`src/rtl/vga_timing_gen_if.sv`:
```
// Raster timing bundle produced by vga_timing_gen: pixel enable, position, blanking, syncs, strobes.
interface vga_timing_if;
    logic        pix_ce;
    logic [9:0]  x_o;
    logic [9:0]  y_o;
    logic        de_o;
    logic        hs_n_o;
    logic        vs_n_o;
    logic        line_start_o;
    logic        frame_start_o;
    logic [15:0] frame_cnt_o;

    modport master (
        output pix_ce, x_o, y_o, de_o, hs_n_o, vs_n_o,
               line_start_o, frame_start_o, frame_cnt_o
    );

    modport slave (
        input  pix_ce, x_o, y_o, de_o, hs_n_o, vs_n_o,
               line_start_o, frame_start_o, frame_cnt_o
    );
endinterface

```
`src/rtl/vga_timing_gen.sv`:
```
// VGA raster timing generator: one pixel every second clk, registered position/sync/blank outputs.
// Define VGA_TIMING_FRAME_CNT_EN to build the 16-bit frame counter; otherwise frame_cnt_o is 0.
module vga_timing_gen #(
    parameter int unsigned H_ACTIVE = 640,
    parameter int unsigned H_FP     = 16,
    parameter int unsigned H_SYNC   = 96,
    parameter int unsigned H_BP     = 48,
    parameter int unsigned V_ACTIVE = 480,
    parameter int unsigned V_FP     = 10,
    parameter int unsigned V_SYNC   = 2,
    parameter int unsigned V_BP     = 33
) (
    input  logic         clk,
    input  logic         reset,
    vga_timing_if.master vga
);
    localparam int unsigned CW      = 10;
    localparam int unsigned H_TOTAL = H_ACTIVE + H_FP + H_SYNC + H_BP;
    localparam int unsigned V_TOTAL = V_ACTIVE + V_FP + V_SYNC + V_BP;

    localparam logic [CW-1:0] H_LAST   = CW'(H_TOTAL - 1);
    localparam logic [CW-1:0] V_LAST   = CW'(V_TOTAL - 1);
    localparam logic [CW-1:0] H_ACT    = CW'(H_ACTIVE);
    localparam logic [CW-1:0] V_ACT    = CW'(V_ACTIVE);
    localparam logic [CW-1:0] HS_FIRST = CW'(H_ACTIVE + H_FP);
    localparam logic [CW-1:0] HS_LAST  = CW'(H_ACTIVE + H_FP + H_SYNC - 1);
    localparam logic [CW-1:0] VS_FIRST = CW'(V_ACTIVE + V_FP);
    localparam logic [CW-1:0] VS_LAST  = CW'(V_ACTIVE + V_FP + V_SYNC - 1);

    logic          pix_ce_q;
    logic [CW-1:0] h_cnt;
    logic [CW-1:0] v_cnt;
    logic [CW-1:0] x_q;
    logic [CW-1:0] y_q;
    logic          de_q;
    logic          hs_n_q;
    logic          vs_n_q;
    logic          line_start_q;
    logic          frame_start_q;

    logic          h_wrap_c;
    logic          de_c;
    logic          hs_n_c;
    logic          vs_n_c;
    logic          line_start_c;
    logic          frame_start_c;

    // Decode of the current (pre-advance) counter position
    always_comb begin
        h_wrap_c      = (h_cnt == H_LAST);
        de_c          = (h_cnt < H_ACT) && (v_cnt < V_ACT);
        hs_n_c        = !((h_cnt >= HS_FIRST) && (h_cnt <= HS_LAST));
        vs_n_c        = !((v_cnt >= VS_FIRST) && (v_cnt <= VS_LAST));
        line_start_c  = pix_ce_q && (h_cnt == '0);
        frame_start_c = line_start_c && (v_cnt == '0);
    end

    always_ff @(posedge clk) begin
        if (reset) begin
            pix_ce_q      <= 1'b0;
            h_cnt         <= '0;
            v_cnt         <= '0;
            x_q           <= '0;
            y_q           <= '0;
            de_q          <= 1'b0;
            hs_n_q        <= 1'b1;
            vs_n_q        <= 1'b1;
            line_start_q  <= 1'b0;
            frame_start_q <= 1'b0;
        end else begin
            pix_ce_q      <= !pix_ce_q;
            line_start_q  <= line_start_c;
            frame_start_q <= frame_start_c;
            // Outputs take the position being left, so all five stay aligned
            if (pix_ce_q) begin
                x_q    <= h_cnt;
                y_q    <= v_cnt;
                de_q   <= de_c;
                hs_n_q <= hs_n_c;
                vs_n_q <= vs_n_c;
                if (h_wrap_c) begin
                    h_cnt <= '0;
                    v_cnt <= (v_cnt == V_LAST) ? '0 : v_cnt + CW'(1);
                end else begin
                    h_cnt <= h_cnt + CW'(1);
                end
            end
        end
    end

`ifdef VGA_TIMING_FRAME_CNT_EN
    logic [15:0] frame_cnt_q;

    always_ff @(posedge clk) begin
        if (reset) begin
            frame_cnt_q <= '0;
        end else if (frame_start_c) begin
            frame_cnt_q <= frame_cnt_q + 16'(1);
        end
    end

    assign vga.frame_cnt_o = frame_cnt_q;
`else
    assign vga.frame_cnt_o = '0;
`endif

    assign vga.pix_ce        = pix_ce_q;
    assign vga.x_o           = x_q;
    assign vga.y_o           = y_q;
    assign vga.de_o          = de_q;
    assign vga.hs_n_o        = hs_n_q;
    assign vga.vs_n_o        = vs_n_q;
    assign vga.line_start_o  = line_start_q;
    assign vga.frame_start_o = frame_start_q;
endmodule
```
`src/flat_wrapper.sv`:
```
// flat-port wrapper written by rule: the top's interface ports become plain ports
module vga_timing_gen_flat 
#(
    parameter int unsigned H_ACTIVE = 640,
    parameter int unsigned H_FP     = 16,
    parameter int unsigned H_SYNC   = 96,
    parameter int unsigned H_BP     = 48,
    parameter int unsigned V_ACTIVE = 480,
    parameter int unsigned V_FP     = 10,
    parameter int unsigned V_SYNC   = 2,
    parameter int unsigned V_BP     = 33
)
  (clk, reset, vga_pix_ce, vga_x_o, vga_y_o, vga_de_o, vga_hs_n_o, vga_vs_n_o, vga_line_start_o, vga_frame_start_o, vga_frame_cnt_o);
  vga_timing_if vga_i ();
  input  logic clk;
  input  logic reset;
  output wire logic [$bits(vga_i.pix_ce)-1:0] vga_pix_ce;
  output wire logic [$bits(vga_i.x_o)-1:0] vga_x_o;
  output wire logic [$bits(vga_i.y_o)-1:0] vga_y_o;
  output wire logic [$bits(vga_i.de_o)-1:0] vga_de_o;
  output wire logic [$bits(vga_i.hs_n_o)-1:0] vga_hs_n_o;
  output wire logic [$bits(vga_i.vs_n_o)-1:0] vga_vs_n_o;
  output wire logic [$bits(vga_i.line_start_o)-1:0] vga_line_start_o;
  output wire logic [$bits(vga_i.frame_start_o)-1:0] vga_frame_start_o;
  output wire logic [$bits(vga_i.frame_cnt_o)-1:0] vga_frame_cnt_o;
  assign vga_pix_ce = vga_i.pix_ce;
  assign vga_x_o = vga_i.x_o;
  assign vga_y_o = vga_i.y_o;
  assign vga_de_o = vga_i.de_o;
  assign vga_hs_n_o = vga_i.hs_n_o;
  assign vga_vs_n_o = vga_i.vs_n_o;
  assign vga_line_start_o = vga_i.line_start_o;
  assign vga_frame_start_o = vga_i.frame_start_o;
  assign vga_frame_cnt_o = vga_i.frame_cnt_o;
  vga_timing_gen #(.H_ACTIVE(H_ACTIVE), .H_FP(H_FP), .H_SYNC(H_SYNC), .H_BP(H_BP), .V_ACTIVE(V_ACTIVE), .V_FP(V_FP), .V_SYNC(V_SYNC), .V_BP(V_BP)) u_core (.clk(clk), .reset(reset), .vga(vga_i));
endmodule
```
`config.mk`:
```
export PLATFORM = sky130hd
export DESIGN_NAME = vga_timing_gen_flat
export DESIGN_NICKNAME = d
export VERILOG_FILES = /design/src/rtl/vga_timing_gen_if.sv /design/src/rtl/vga_timing_gen.sv /design/src/flat_wrapper.sv
export SDC_FILE = /design/constraint.sdc
export NUM_CORES = 1
export LEC_CHECK = 0
export BUFFER_PORTS_ARGS = -buffer_cell sky130_fd_sc_hd__buf_2
export CAP_MARGIN = 40
export CORE_ASPECT_RATIO = 1.2
export CORE_MARGIN = 2
export CORE_UTILIZATION = 32
export DETAILED_ROUTE_END_ITERATION = 8
export PLACE_DENSITY = 0.47
export SYNTH_ARGS = -nofsm -noshare
export SYNTH_HDL_FRONTEND = slang
export SYNTH_SLANG_ARGS = --single-unit
```
`constraint.sdc`:
```
create_clock -name clk -period 2.9 [get_ports clk]
set_input_delay 0.145 -clock clk [delete_from_list [all_inputs] [get_ports clk]]
set_output_delay 0.145 -clock clk [all_outputs]
set_load 0.02 [all_outputs]
```
After elaboration in Yosys (flattened, before gate mapping)

Index checks and enable logic that the tools add are counted.

Word-level logic and storage cells: 33
Bits of input ports: 2
Flip-flop bits (word level): 46
Output and inout bits: 42

$add $sub $neg: 2
Magnitude comparators: 6
Multiplexer cells: 2
Reduce and logical (&&, ||, !) cells: 11
Eq/ne operators: 2

Operators with widths:

| cell                  | count |
|---|---|
| $add 10x1->10 const B | 2 |
| $eq 10x10->1 const B  | 2 |
| $logic_not 10->1      | 2 |
| $mux 10               | 2 |
| $ge 10x10->1 const B  | 1 |
| $ge 10x9->1 const B   | 1 |
| $le 10x10->1 const B  | 1 |
| $le 10x9->1 const B   | 1 |
| $lt 10x10->1 const B  | 1 |
| $lt 10x9->1 const B   | 1 |
| $logic_and 1x1->1     | 5 |
| $logic_not 1->1       | 3 |
| $reduce_and 2->1      | 1 |

Depth between registers and ports, before layout

Depth after elaboration: 3
Depth in mapped cells: 6
Gate-level depth less buffers: 6

Least setup slack after synthesis

OpenSTA, ideal clock, no wires.

Path type: register to register
From: reg u_core.pix_ce_q (netlist: u_core.vga.pix_ce)
To: reg u_core.v_cnt[5]
Path buffers: 2
Cell stages (with the launch flop): 7
Data required time: 2.829 ns
Setup slack: 0.916 ns
Period minus slack after synthesis: 1.984 ns
Arrival time: 1.913 ns
Setup time: 0.071 ns
Cell sequence: dfxtp_1 -> buf_2 -> nand4_1 -> or3_1 -> buf_6 -> or4_1 -> a21oi_1

Cells in the longest elaborated chain, start to end: 1

Ends and longest elaborated chain:

| what                       | RTL line             | RTL |
|---|---|---|
| from (decl)                | vga_timing_gen.sv:30 | `logic pix_ce_q;` |
| from (signal assigned)     | vga_timing_gen.sv:71 | `pix_ce_q <= !pix_ce_q;` |
| $reduce_and 2->1 (no line) | --                   |  |
| to (signal assigned)       | vga_timing_gen.sv:83 | `v_cnt <= (v_cnt == V_LAST) ? '0 : v_cnt + CW'(1);` |
| to (decl)                  | vga_timing_gen.sv:32 | `logic [CW-1:0] v_cnt;` |

Every way passes these cells.
A chain may end at the register's enable or synchronous reset.

Worst setup path after layout

From: reg u_core.h_cnt[0]
To: reg u_core.v_cnt[5]

Cells in the longest elaborated chain, start to end: 2

Ends and longest elaborated chain:

| what                       | RTL line             | RTL |
|---|---|---|
| from (decl)                | vga_timing_gen.sv:31 | `logic [CW-1:0] h_cnt;` |
| from (signal assigned)     | vga_timing_gen.sv:85 | `h_cnt <= h_cnt + CW'(1);` |
| $eq 10x10->1               | vga_timing_gen.sv:50 | `h_wrap_c = (h_cnt == H_LAST);` |
| $reduce_and 2->1 (no line) | --                   |  |

Every way passes these cells.

==> summary.md <==
| Metric | Value |
|---|---|
| Row cnt | 32 |
| Initial antenna violation count | 0 |
| Primary FF master, synth | dfxtp_1 |
| Worst-path clk slew | 90 ps |
| Post-synthesis to final-layout area growth | 9.81% |
| Final setup TNS | 0 ps |
| Min-Delay Path Class | input port to flip-flop |
| Ys async rst share | 0 |
| Drt drc | 0 |
| Met2 GRT Util | 0.221 |
| Die height | 93.9 microns |
| RSZ-0062 raised after global routing | no |
| Run status | complete, no violations |
| Most frequent cells in the layout | 46 x dfxtp_1, 29 x nor2_1, 27 x buf_2, 20 x mux2i_1, 16 x conb_1 |
| Synth warn | 0 |
| Period utilization | 0.759 |
| Most Crowded Layer GR | met2 |
| Final setup violation count | 0 |
| Syn_area_per_cell | 9.17 sq um |
| Vias per cell | 4.79 |
| Post-synth EDFFs | 0 |
| Synth cell types | 39 |
| Num CTS Buffers | 5 |
| Worst VDD drop | 0.273 mV |
| I/O pin count | 44 |
| Post-DRT Antenna Nets | 0 |
| CTS sink count | 46 |
| # H-tree levels | 2 |
| Layout Skew | 10.3 ps |
| Final HPWL DP | 3.17 mm |
| P_leak | 0.000958 uW |
| R2R depth | 5 |
| Slew @ Worst Pin | 837 ps |
| Startpoint Class | flip-flop |
| R2r startpoint | u_core.h_cnt[0] |
| Synth top area share | 0.427 |
| Slew Viols, Final | 0 |
| R2R Setup Slk | 700 ps |
| Crit path required time | 3130 ps |
| Synth Cell Area | 2150 sq um |
| Gr ovfl total | 0 |
| Commonest non-fill, non-tap cell in the layout | dfxtp_1 |
| Post-CTS Setup Inserts | 0 |
| Final-layout fill cell count | 703 |
| Hold Crit Endpoint | u_core.vga.y_o[0] |
| Register area share after synthesis | 0.427 |
| Max cap viols | 0 |
| CP arrival | 2430 ps |
| HP Start | reset |
| Post-layout min period | 2200 ps |
| Post-cts sizing count | 0 |
| Gr usage total | 0.130 |
| Met3 usage | 0.0288 |
| Later-pin clock latency in the skew report | 300 ps |
| Multi-input combinational cell area | 1070 sq um |
| Largest cells by area after synthesis | dfxtp_1 43%, mux2i_1 9.3%, buf_4 5.6% |
| Final hold slack | 267 ps |
| Reg2reg end | u_core.v_cnt[5] |
| Starting Density | 0.332 |
| Yosys reg bits | 46 |
| Yosys top cell by area | dfxtp_1 |
| Crit Path Category | flip-flop to flip-flop |
| DR pass1 iterations | 4 |
| Met1 Use GR | 0.156 |
| Ant. Diodes | 0 |
| CTS tree | yes |
| Critical Path Sink Type | flip-flop |
| Dpl ws | 710 ps |
| Iteration-0 DRC Markers | 109 |
| Relative slew slack | 0.438 |
| Worst setup margin | 699 ps |
| Achievable Freq | 454 MHz |
| Cells after Synth | 235 |
| Vias in the first global route | 1,517 |
| Total wire length | 4.54 mm |
| Die footprint | 7410 sq um |
| Port Buffers | 27 |
| First-pass GRT wire length | 7.56 mm |
| Sequential cell area | 921 sq um |
| Hold buffer count at CTS | 0 |
| Core area | 6490 sq um |
| Critical-path maximum fanout | 10 |
| Pin count of the biggest net entering global routing | 37 |
| # nets final | 262 |
| Hold depth | 2 |
| Clk buf depth | 2 |
| Vias | 1,633 |
| Power Dens Cells | 478 nW/um^2 |
| Layout cell share with drive strength beyond 1 | 0.164 |
| GP Congestion | 0.839 |
| CTS root buffer | clkbuf_8 |
| WL/cell | 13.3 microns |
| DIE WIDTH | 78.9 microns |
| Final hold violation count | 0 |
[power breakdown]
part	internal, uW	total (uW)	switching, uW
Sequential	638	643	4.41
Clock	192	410	218
Combinational	22.6	79.3	56.7
Total	853	1130	279
[stage by stage]
stage                util  instances  cell area, sq um  total power (uW)
finish              0.365        341              2370              1130
global route        0.365        341              2370              1180
CTS                 0.365        341              2370              1150
detailed placement  0.350        333              2270               738
global placement    0.350        333              2270               738
floorplan               -        250              2210               738
[flip-flops by register name (all words and copies together), names as in the netlist]
signal	cells
u_core.h_cnt	10
u_core.v_cnt	10
u_core.vga.x_o	10
u_core.vga.y_o	10
u_core.vga.de_o	1
u_core.vga.frame_start_o	1
u_core.vga.hs_n_o	1
u_core.vga.line_start_o	1
u_core.vga.pix_ce	1
u_core.vga.vs_n_o	1
[synthesized netlist by cell type (2+ instances only)]
cell type / n
a21oi_1: 10
and3_1: 3
and4_1: 2
buf_1: 2
buf_2: 4
buf_4: 16
buf_6: 2
clkbuf_1: 7
dfxtp_1: 46
ha_1: 5
inv_1: 6
mux2i_1: 20
nand2_1: 8
nand2b_1: 6
nand3_1: 10
nand4_1: 6
nor2_1: 29
nor3_1: 9
nor4_1: 5
nor4b_1: 2
o21ai_0: 4
o311ai_0: 2
o31ai_1: 2
o41ai_1: 3
or4_1: 2
or4b_2: 3
xnor2_1: 5
xor2_1: 5
[worst max path at each step]
stage,start,endpoint,slack [ps],cells after the start
after floorplan,u_core.vga.pix_ce,u_core.v_cnt[5],920,6
after global placement,u_core.h_cnt[0],u_core.v_cnt[3],760,5
after detailed placement,u_core.h_cnt[0],u_core.v_cnt[5],710,5
after CTS,u_core.h_cnt[0],u_core.v_cnt[5],680,5
after global routing,u_core.h_cnt[1],u_core.v_cnt[9],390,5
final,u_core.h_cnt[0],u_core.v_cnt[5],700,5
[area by class of cell]
class,count,area share
repair buffers,29,0.0635
well taps,85,0.0449
inverters,6,0.00952
clock inverters,2,0.00529
multi-input cells,167,0.453
clock buffers,6,0.0349
flip-flops and latches,46,0.389
[critical path, cell delays in order, from the launching register on]
cell and delay (ps):
dfxtp_1 400, ha_1 230, nand4_1 280, or3_1 540, or4_1 540, a21oi_1 140
[per-layer routing]
metal	share of wire	wire [microns]
met5	0	0
met4	0.025	115
met3	0.031	139
met2	0.49	2220
met1	0.45	2060
[logic make-up (layout without fill, tap and decap cells)]
| logic type | count (synthesis) | count (layout) | synth area share |
|---|---|---|---|
| xor gates and xnor gates | 10 | 10 | 0.0406 |
| DFF | 46 | 46 | 0.427 |
| other | 1 | 16 | 0.00174 |
| AOI/OAI and AO/OA | 23 | 23 | 0.0674 |
| adders and majority gates | 5 | 5 | 0.0290 |
| buffers and inverters | 37 | 43 | 0.102 |
| muxes | 20 | 20 | 0.0929 |
| and+or+nand+nor | 93 | 93 | 0.239 |
Power figures use the tool's default switching activity.
